[config.mk]
export PLATFORM = sky130hd
export DESIGN_NAME = descramble_pdu_flat
export DESIGN_NICKNAME = d
export VERILOG_FILES = /design/src/rtl/descramble_pdu_if.sv /design/src/rtl/descramble_pdu.sv /design/src/flat_wrapper.sv
export SDC_FILE = /design/constraint.sdc
export NUM_CORES = 1
export LEC_CHECK = 0
export ABC_AREA = 1
export CORE_MARGIN = 4
export CORE_UTILIZATION = 61
export CTS_CLUSTER_DIAMETER = 40
export DETAILED_ROUTE_END_ITERATION = 6
export PLACE_DENSITY = 0.84
export SYNTH_ARGS = -nofsm -noshare
export SYNTH_HDL_FRONTEND = slang
export SYNTH_SLANG_ARGS = --single-unit
export TNS_END_PERCENT = 5
[constraint.sdc]
create_clock -name clk -period 3.9 [get_ports clk]
set_clock_uncertainty 0.1 [all_clocks]
set_input_delay 0.39 -clock clk [delete_from_list [all_inputs] [get_ports clk]]
set_output_delay 0.39 -clock clk [all_outputs]
set_load 0.01 [all_outputs]
[src/rtl/descramble_pdu_if.sv]
// Bit-stream bus between the access-address correlator, the de-whitener and the CRC checker.
// master drives whitened bits and channel selection; slave returns de-whitened bits and framing.
interface descramble_pdu_if #(
    parameter int CHANNEL_NUMBER_BIT_WIDTH = 6
) ();
    logic [CHANNEL_NUMBER_BIT_WIDTH-1:0] channel_number;
    logic                                channel_number_load;
    logic                                data_in;
    logic                                data_in_valid;
    logic                                data_in_valid_first;
    logic                                data_out;
    logic                                data_out_valid;
    logic                                data_out_valid_last;
    logic [7:0]                          payload_length;
    logic                                payload_length_valid;
    logic                                length_error;

    modport master (
        output channel_number, channel_number_load, data_in, data_in_valid, data_in_valid_first,
        input  data_out, data_out_valid, data_out_valid_last,
        input  payload_length, payload_length_valid, length_error
    );

    modport slave (
        input  channel_number, channel_number_load, data_in, data_in_valid, data_in_valid_first,
        output data_out, data_out_valid, data_out_valid_last,
        output payload_length, payload_length_valid, length_error
    );
endinterface

[src/rtl/descramble_pdu.sv]
// BTLE receive de-whitening (x^7+x^4+1, channel seeded) and PDU framing:
// recovers the header length field and flags the final CRC bit for the CRC checker.
module descramble_pdu #(
    parameter int CHANNEL_NUMBER_BIT_WIDTH = 6,
    parameter int MAX_PDU_LENGTH           = 255
) (
    input  logic            clk,
    input  logic            rst,
    descramble_pdu_if.slave bus
);
    typedef enum logic [1:0] {IDLE, HEADER, PAYLOAD, CRC} state_t;

    localparam logic [8:0] MAX_LEN = 9'(MAX_PDU_LENGTH);

    state_t                              state_reg, state_next;
    logic [11:0]                         cnt_reg, cnt_next;
    logic [11:0]                         target_reg, target_next;
    logic [6:0]                          lfsr_reg, lfsr_next;
    logic [CHANNEL_NUMBER_BIT_WIDTH-1:0] seed_reg, seed_next;
    logic [7:0]                          len_sr_reg, len_sr_next;
    logic [7:0]                          plen_reg, plen_next;
    logic                                dout_reg, dout_next;
    logic                                dvalid_reg, dvalid_next;
    logic                                last_reg, last_next;
    logic                                plv_reg, plv_next;
    logic                                lerr_reg, lerr_next;

    logic       start, accept, dbit;
    logic [6:0] seeded, cur, shifted;
    logic [7:0] new_len;

    // Fresh LFSR state for a PDU start: p0 = 1, p1..p6 = seed MSB..LSB.
    assign seeded[0] = 1'b1;
    generate
        for (genvar gi = 0; gi < 6; gi++) begin : g_seed
            assign seeded[gi+1] = seed_reg[5-gi];
        end
    endgenerate

    assign start   = bus.data_in_valid & bus.data_in_valid_first;
    assign accept  = bus.data_in_valid & (start | (state_reg != IDLE));
    assign cur     = start ? seeded : lfsr_reg;
    assign dbit    = bus.data_in ^ cur[6];
    assign new_len = {dbit, len_sr_reg[7:1]};
    assign shifted = {cur[5], cur[4], cur[3] ^ cur[6], cur[2], cur[1], cur[0], cur[6]};

    always_ff @(posedge clk) begin
        if (rst) begin
            state_reg  <= IDLE;
            cnt_reg    <= '0;
            target_reg <= '0;
            lfsr_reg   <= '0;
            seed_reg   <= '0;
            len_sr_reg <= '0;
            plen_reg   <= '0;
            dout_reg   <= 1'b0;
            dvalid_reg <= 1'b0;
            last_reg   <= 1'b0;
            plv_reg    <= 1'b0;
            lerr_reg   <= 1'b0;
        end else begin
            state_reg  <= state_next;
            cnt_reg    <= cnt_next;
            target_reg <= target_next;
            lfsr_reg   <= lfsr_next;
            seed_reg   <= seed_next;
            len_sr_reg <= len_sr_next;
            plen_reg   <= plen_next;
            dout_reg   <= dout_next;
            dvalid_reg <= dvalid_next;
            last_reg   <= last_next;
            plv_reg    <= plv_next;
            lerr_reg   <= lerr_next;
        end
    end

    always_comb begin
        state_next  = state_reg;
        cnt_next    = cnt_reg;
        target_next = target_reg;
        lfsr_next   = lfsr_reg;
        len_sr_next = len_sr_reg;
        plen_next   = plen_reg;
        // A load coinciding with a start still lets that start use the old seed_reg.
        seed_next   = bus.channel_number_load ? bus.channel_number : seed_reg;
        dout_next   = 1'b0;
        dvalid_next = 1'b0;
        last_next   = 1'b0;
        plv_next    = 1'b0;
        lerr_next   = 1'b0;

        if (accept) begin
            lfsr_next   = shifted;
            dout_next   = dbit;
            dvalid_next = 1'b1;
            if (start) begin
                // Also the abort path: a first bit mid-PDU silently restarts framing.
                state_next  = HEADER;
                cnt_next    = 12'd1;
                len_sr_next = '0;
            end else begin
                case (state_reg)
                    HEADER: begin
                        cnt_next = cnt_reg + 12'd1;
                        if (cnt_reg >= 12'd8) len_sr_next = new_len;
                        if (cnt_reg == 12'd15) begin
                            plen_next = new_len;
                            plv_next  = 1'b1;
                            cnt_next  = '0;
                            if ({1'b0, new_len} > MAX_LEN) begin
                                lerr_next  = 1'b1;
                                last_next  = 1'b1;
                                state_next = IDLE;
                            end else if (new_len == 8'd0) begin
                                state_next = CRC;
                            end else begin
                                target_next = {1'b0, new_len, 3'b000};
                                state_next  = PAYLOAD;
                            end
                        end
                    end
                    PAYLOAD: begin
                        if (cnt_reg + 12'd1 == target_reg) begin
                            cnt_next   = '0;
                            state_next = CRC;
                        end else begin
                            cnt_next = cnt_reg + 12'd1;
                        end
                    end
                    CRC: begin
                        if (cnt_reg == 12'd23) begin
                            last_next  = 1'b1;
                            cnt_next   = '0;
                            state_next = IDLE;
                        end else begin
                            cnt_next = cnt_reg + 12'd1;
                        end
                    end
                    default: ;
                endcase
            end
        end
    end

    assign bus.data_out             = dout_reg;
    assign bus.data_out_valid       = dvalid_reg;
    assign bus.data_out_valid_last  = last_reg;
    assign bus.payload_length       = plen_reg;
    assign bus.payload_length_valid = plv_reg;
    assign bus.length_error         = lerr_reg;
endmodule

[src/flat_wrapper.sv]
// flat-port wrapper written by rule: the top's interface ports become plain ports
module descramble_pdu_flat 
#(
    parameter int CHANNEL_NUMBER_BIT_WIDTH = 6,
    parameter int MAX_PDU_LENGTH           = 255
)
  (clk, rst, bus_channel_number, bus_channel_number_load, bus_data_in, bus_data_in_valid, bus_data_in_valid_first, bus_data_out, bus_data_out_valid, bus_data_out_valid_last, bus_payload_length, bus_payload_length_valid, bus_length_error);
  descramble_pdu_if #(.CHANNEL_NUMBER_BIT_WIDTH(CHANNEL_NUMBER_BIT_WIDTH)) bus_i ();
  input  logic clk;
  input  logic rst;
  input wire logic [$bits(bus_i.channel_number)-1:0] bus_channel_number;
  input wire logic [$bits(bus_i.channel_number_load)-1:0] bus_channel_number_load;
  input wire logic [$bits(bus_i.data_in)-1:0] bus_data_in;
  input wire logic [$bits(bus_i.data_in_valid)-1:0] bus_data_in_valid;
  input wire logic [$bits(bus_i.data_in_valid_first)-1:0] bus_data_in_valid_first;
  output wire logic [$bits(bus_i.data_out)-1:0] bus_data_out;
  output wire logic [$bits(bus_i.data_out_valid)-1:0] bus_data_out_valid;
  output wire logic [$bits(bus_i.data_out_valid_last)-1:0] bus_data_out_valid_last;
  output wire logic [$bits(bus_i.payload_length)-1:0] bus_payload_length;
  output wire logic [$bits(bus_i.payload_length_valid)-1:0] bus_payload_length_valid;
  output wire logic [$bits(bus_i.length_error)-1:0] bus_length_error;
  assign bus_i.channel_number = bus_channel_number;
  assign bus_i.channel_number_load = bus_channel_number_load;
  assign bus_i.data_in = bus_data_in;
  assign bus_i.data_in_valid = bus_data_in_valid;
  assign bus_i.data_in_valid_first = bus_data_in_valid_first;
  assign bus_data_out = bus_i.data_out;
  assign bus_data_out_valid = bus_i.data_out_valid;
  assign bus_data_out_valid_last = bus_i.data_out_valid_last;
  assign bus_payload_length = bus_i.payload_length;
  assign bus_payload_length_valid = bus_i.payload_length_valid;
  assign bus_length_error = bus_i.length_error;
  descramble_pdu #(.CHANNEL_NUMBER_BIT_WIDTH(CHANNEL_NUMBER_BIT_WIDTH), .MAX_PDU_LENGTH(MAX_PDU_LENGTH)) u_core (.clk(clk), .rst(rst), .bus(bus_i));
endmodule
==> impl_metrics.toml, run 1 <==
[floorplanning]
die_x_um = 75.1
die-area_um2 = 5640
initial_core_util_pct = 63.1
dieHeight_um = 75.1
rows = 24
num_io_pins = 25
core_um2 = 4350

[synthesis]
yosysUniqueCellTypes = 36
synth_edf_count = 0
synth_most_common_cell = "nand2_1"
async_flop_share_pct = 0
syn_area_per_cell_um2 = 6.96
syn_inst = 395
syn_nets = 415
synth-seq-cells = 54
synth.top_cell.area_share_pct = 39.3
synthTopCellsByCount = "94 x nand2_1, 54 x dfxtp_1, 47 x inv_1"
syn_area_um2 = 2750
synth_area_leaders = "dfxtp_1 39%, nand2_1 13%, a21oi_1 7.1%"
yosys_warnings = 0
yosysTopAreaCell = "dfxtp_1"
yosysSeqAreaShare_pct = 39.3
ys.flop_type = "dfxtp_1"

[finish]
n_fill_cell = 366
multi_input_area_um2 = 1420
finalInstanceArea_um2 = 3080
layout.nets = 434
largest_reg_flops = 12
drive_above_1_share_pct = 6.27
ff_latch_area_um2 = 1080
synthToLayoutAreaGrowth_pct = 12.2
final_cells = 467
diodes = 0

[place]
gp_congestion = 0.905
placedCellCount = 459
dp_hpwl_mm = 4.26
io_buffers = 23
postPlaceCellArea_um2 = 2990

[clock_tree]
htreeDepth = 2
cts_hold_buf = 0
cts_buffers = 5
cts_num_sinks = 54
path_clk_slew_ps = 100
clock_path_buffers = 2
cts_setup_buffers = 0
clk_latency_ps = 300
cts-resized-gates = 0
cts_tree = "built"
cts_root_buf = "clkbuf_8"

[detailed_routing]
ant_nets = 0
drc = 0
wire_per_inst_um = 12.5
finalWirelength_mm = 5.85
via_count = 2522
drt_first_pass_iters = 4
drt-initial-drc-count = 215
avgViaCountPerCell = 5.40

[power]
peakVddDrop_uv = 249
power_density_nw_per_um2 = 313
power.leakage_nw = 1.25

[worst_hold_path]
min_from = "u_core.bus.payload_length[5]$_SDFFE_PP0P_"
worstHoldEndpoint = "u_core.bus.payload_length[5]$_SDFFE_PP0P_"
min_delay_path_depth = 2
hp-class = "reg2reg"

[worst_setup_path]
path_class = "in2reg"
r2r-end = "u_core.cnt_reg[5]$_SDFFE_PP0P_"
path_max_fanout = 15
reg2reg_depth = 11
cp.required_ps = 3990
rrSetupSlack_ps = 1500
start_kind = "primary input"
crit_path_end_kind = "flop"
critical_path_arrival_ps = 2530
r2r-start = "u_core.state_reg[0]$_SDFFE_PP0P_"

[timing]
setup_violations = 0
whs_ps = 353
tightest_slew_ps = 740
fin_crit_ps = 2430
setup_tns_ps = 0
period_share_pct = 62.4
slew_headroom_pct = 50.4
hold_viol_final = 0
rsz0062_at_grt = "false"
max_freq_ghz = 0.411
drv_slew = 0

[global_routing]
antenna_found_initial = 0
grt.total_usage_pct = 22.3
grt-ovfl-total = 0
grt_start_max_net_pins = 32
grt_pass1_vias = 2220
grt_pass1_wl_mm = 9.89

[job]
drv_cap = 0

[outcome]
status = "complete, no violations"
[final cells by class]
cell class / instances / share of cell area, %
inverters: 49 / 5.97
clock buffers: 7 / 2.80
multi-input cells: 280 / 46.1
clock inverters: 1 / 0.284
flip-flops and latches: 54 / 35.1
well taps: 52 / 2.11
repair buffers: 24 / 7.71
[stage by stage]
stage	setup WS (ps)	util (%)	power, mW
after global placement	1200	68.6	0.652
after CTS	1480	70.8	0.977
after floorplan	1970	-	0.628
after detailed placement	1160	68.6	0.654
final	1470	70.8	0.966
after global routing	1230	70.8	1.00
[layer usage]
metal,GRT usage [%],share of wire [%],vias up
met5,0,0,-
met4,5.44,0.86,0
met3,4.14,4.2,4
met2,37.8,47,66
met1,29.5,48,1144
li1,-,-,1308
[worst max-delay path by stage]
stage	endpoint	from	slack [ps]	cells past startpoint
6_report	u_core.target_reg[7]$_SDFFE_PP0P_	bus_data_in_valid	1470	9
5_1_grt	u_core.cnt_reg[1]$_SDFFE_PP0P_	u_core.state_reg[0]$_SDFFE_PP0P_	1230	11
4_1_cts	u_core.target_reg[6]$_SDFFE_PP0P_	bus_data_in_valid	1480	9
3_5_place_dp	u_core.target_reg[6]$_SDFFE_PP0P_	bus_data_in_valid	1160	9
3_3_place_gp	u_core.target_reg[6]$_SDFFE_PP0P_	bus_data_in_valid	1200	9
2_1_floorplan	u_core.cnt_reg[1]$_SDFFE_PP0P_	u_core.cnt_reg[1]$_SDFFE_PP0P_	1970	14
[logic make-up after synthesis]
group                      Yosys count  synth area share [%]
buffers and inverters               61                  9.01
DFF                                 54                  39.3
AOI/OAI and AO/OA                   72                  13.9
muxes                                2                 0.865
and+or+nand+nor                    193                  31.4
adders and majority gates            8                  3.64
xor gates and xnor gates             4                  1.78
other                                1                 0.136
[report_power, final]
group	leakage (nW)	internal (mW)	switching, mW
clock	0.0489	0.147	0.177
sequential	0.438	0.563	0.00761
combinational	0.765	0.0280	0.0437
[critical path, stage by stage]
cell,delay (ps)
clkdlybuf4s50_1,430
nand2_2,270
mux2i_2,370
xnor2_1,210
inv_1,100
nand3_1,150
nand4_2,290
o21ai_0,260
a21oi_1,60
[layout by cell type (no fill, tap or decap), types with 3 or more instances in the layout]
master,synthesis,routed
nand2_1,94,94
a31oi_1,4,4
nand3_1,34,34
ha_1,8,8
nor2_1,38,38
clkdlybuf4s50_1,0,23
nand4_1,5,5
nor3_1,3,3
inv_1,47,47
clkbuf_8,0,6
nor4_1,3,3
a21oi_1,39,39
o21ai_0,25,25
nor2_2,6,6
dfxtp_1,54,54
No activity file was read; power rests on OpenSTA's default activity.
==> run 2, diff against run 1 <==
--- a/config.mk
+++ b/config.mk
@@ -7,10 +7,10 @@
 export LEC_CHECK = 0
 export ABC_AREA = 1
 export CORE_MARGIN = 4
-export CORE_UTILIZATION = 61
+export CORE_UTILIZATION = 57
 export CTS_CLUSTER_DIAMETER = 40
 export DETAILED_ROUTE_END_ITERATION = 6
-export PLACE_DENSITY = 0.84
+export PLACE_DENSITY = 0.79
 export SYNTH_ARGS = -nofsm -noshare
 export SYNTH_HDL_FRONTEND = slang
 export SYNTH_SLANG_ARGS = --single-unit
==> constraint.sdc (replaced) <==
create_clock -name clk -period 2.38 [get_ports clk]
set_clock_uncertainty 0.1 [all_clocks]
set_input_delay 0.238 -clock clk [delete_from_list [all_inputs] [get_ports clk]]
set_output_delay 0.238 -clock clk [all_outputs]
set_load 0.01 [all_outputs]
==> run 2 against run 1 <==
Global-route usage shrank 0.73 points. Power grew 74%. Sequential share of layout area shrank 0.57 points. Highest routed layer unchanged.
==> impl_metrics.toml, run 2 (same netlist as run 1, synthesis figures left out) <==
[detailed_routing]
drt_first_pass_iters = 4
via_count = 2537
finalWirelength_mm = 6.04
drt-initial-drc-count = 147
drc = 0
wire_per_inst_um = 12.7
avgViaCountPerCell = 5.35
ant_nets = 0

[floorplanning]
num_io_pins = 25
die_x_um = 77.4
initial_core_util_pct = 58.6
dieHeight_um = 77.4
die-area_um2 = 6000
core_um2 = 4690
rows = 25

[finish]
utilization_pct = 67.3
layout.nets = 440
diodes = 0
largest_reg_flops = 12
synthToLayoutAreaGrowth_pct = 14.9
drive_above_1_share_pct = 8.57
layout_commonest_cell = "nand2_1"
layout_common_cells = "94 x nand2_1, 51 x dfxtp_1, 47 x inv_1"
finalInstanceArea_um2 = 3160

[global_routing]
grt_start_max_net_pins = 31
grt_pass1_vias = 2411
antenna_found_initial = 0
grt-ovfl-total = 0
grt.total_usage_pct = 21.6
grt_pass1_wl_mm = 10.7

[power]
power_density_nw_per_um2 = 533
peakVddDrop_uv = 306
internal-power_mw = 1.31
pwr-share-seq_pct = 55.3
p_sw_share_pct = 22.4
power.leakage_nw = 1.29
power_frac_clock_pct = 37.4
power_switching_mw = 0.377
p_comb_share_pct = 7.3

[worst_setup_path]
critPathLaunch = "u_core.cnt_reg[2]$_SDFFE_PP0P_"
start_kind = "flop"
path_max_fanout = 10
r2r-end = "u_core.cnt_reg[10]$_SDFFE_PP0P_"
cp.required_ps = 2470
rrSetupSlack_ps = 200
critical_path_arrival_ps = 2270
r2r-start = "u_core.cnt_reg[2]$_SDFFE_PP0P_"
reg2reg_depth = 13
crit_path_end_kind = "flop"
path_class = "reg2reg"
endpoint = "u_core.cnt_reg[10]$_SDFFE_PP0P_"

[timing]
setup_violations = 0
setup_tns_ps = 0
setup_ws_ps = 197
tightest_slew_ps = 594
slew_headroom_pct = 60.3
period_share_pct = 91.7
max_freq_ghz = 0.458
rsz0062_at_grt = "false"
fin_crit_ps = 2180
drv_slew = 0
hold_viol_final = 0

[clock_tree]
cts_root_buf = "clkbuf_8"
clock_path_buffers = 2
cts_num_sinks = 54
cts_hold_buf = 0
cts_setup_buffers = 0
path_clk_slew_ps = 100
cts_tree = "built"
cts_buffers = 5
clk_latency_ps = 310
htreeDepth = 2

[outcome]
status = "complete, no violations"

[place]
dp_hpwl_mm = 4.29
postPlaceCellArea_um2 = 3040
io_buffers = 23
gp_congestion = 0.917
pre_cts_slack_ps = 77.3

[worst_hold_path]
min_from = "u_core.bus.payload_length[1]$_SDFFE_PP0P_"
hp-class = "reg2reg"

[job]
drv_cap = 0
[run 2: worst min path at each step]
stage / to / slack, ps / cells after the start
final: u_core.bus.payload_length[1]$_SDFFE_PP0P_ / 350 / 2
after global routing: u_core.bus.payload_length[1]$_SDFFE_PP0P_ / 370 / 2
after CTS: u_core.bus.payload_length[3]$_SDFFE_PP0P_ / 360 / 2
after detailed placement: u_core.bus.payload_length[1]$_SDFFE_PP0P_ / 340 / 2
after global placement: u_core.bus.payload_length[3]$_SDFFE_PP0P_ / 340 / 2
after floorplan: u_core.seed_reg[0]$_SDFFE_PP0P_ / 270 / 2
[run 2: worst max-delay path, cell delays in order, from the launching register on]
cell     delay (ps)
dfxtp_1         470
nand3_2         180
nor2_2          160
nand2_1          90
nand2_1         110
nand2_1          60
nand2_1          70
nand2_1          60
nor2_1          130
nand3_2         140
a21oi_4         220
nand2_4         120
nand3_1          90
a21oi_1          60
[run 2: final cells by class]
| cell class | instances | area [µm²] |
|---|---|---|
| well taps | 54 | 67.6 |
| repair buffers | 30 | 283 |
| clock inverters | 1 | 30.0 |
| fillers | 409 | 1530 |
| clock buffers | 6 | 82.6 |
| flip-flops and latches | 54 | 1090 |
| inverters | 49 | 184 |
| multi-input cells | 280 | 1420 |
[run 2: routing by layer]
metal  GRT usage, %  vias up  part of all wire (%)
met5              0        -                     0
met4           8.01        0                   2.4
met3           3.60       13                   3.7
met2           35.4       54                    45
met1           28.5     1149                    48
li1               -     1321                     -
[run 2: per-stage QoR]
stage	hold WS [ps]	std cells	total power [mW]
2_1_floorplan	273	395	1.03
3_3_place_gp	339	467	1.07
3_5_place_dp	339	467	1.08
4_1_cts	357	474	1.70
5_1_grt	375	474	1.75
6_report	353	474	1.69
[run 2: repair_timing]
action	CTS	global route
endpoints found under the setup margin	0	12
gates resized for setup	0	7
hold endpoints to repair	0	0
[run 2: power by group through the flow]
| stage | clock, mW | sequential, mW | combinational (mW) |
|---|---|---|---|
| final | 0.630 | 0.932 | 0.123 |
| after global placement | 0 | 0.954 | 0.120 |
| after detailed placement | 0 | 0.955 | 0.122 |
| after global routing | 0.675 | 0.935 | 0.140 |
| after CTS | 0.643 | 0.933 | 0.123 |
| after floorplan | 0 | 0.952 | 0.0759 |
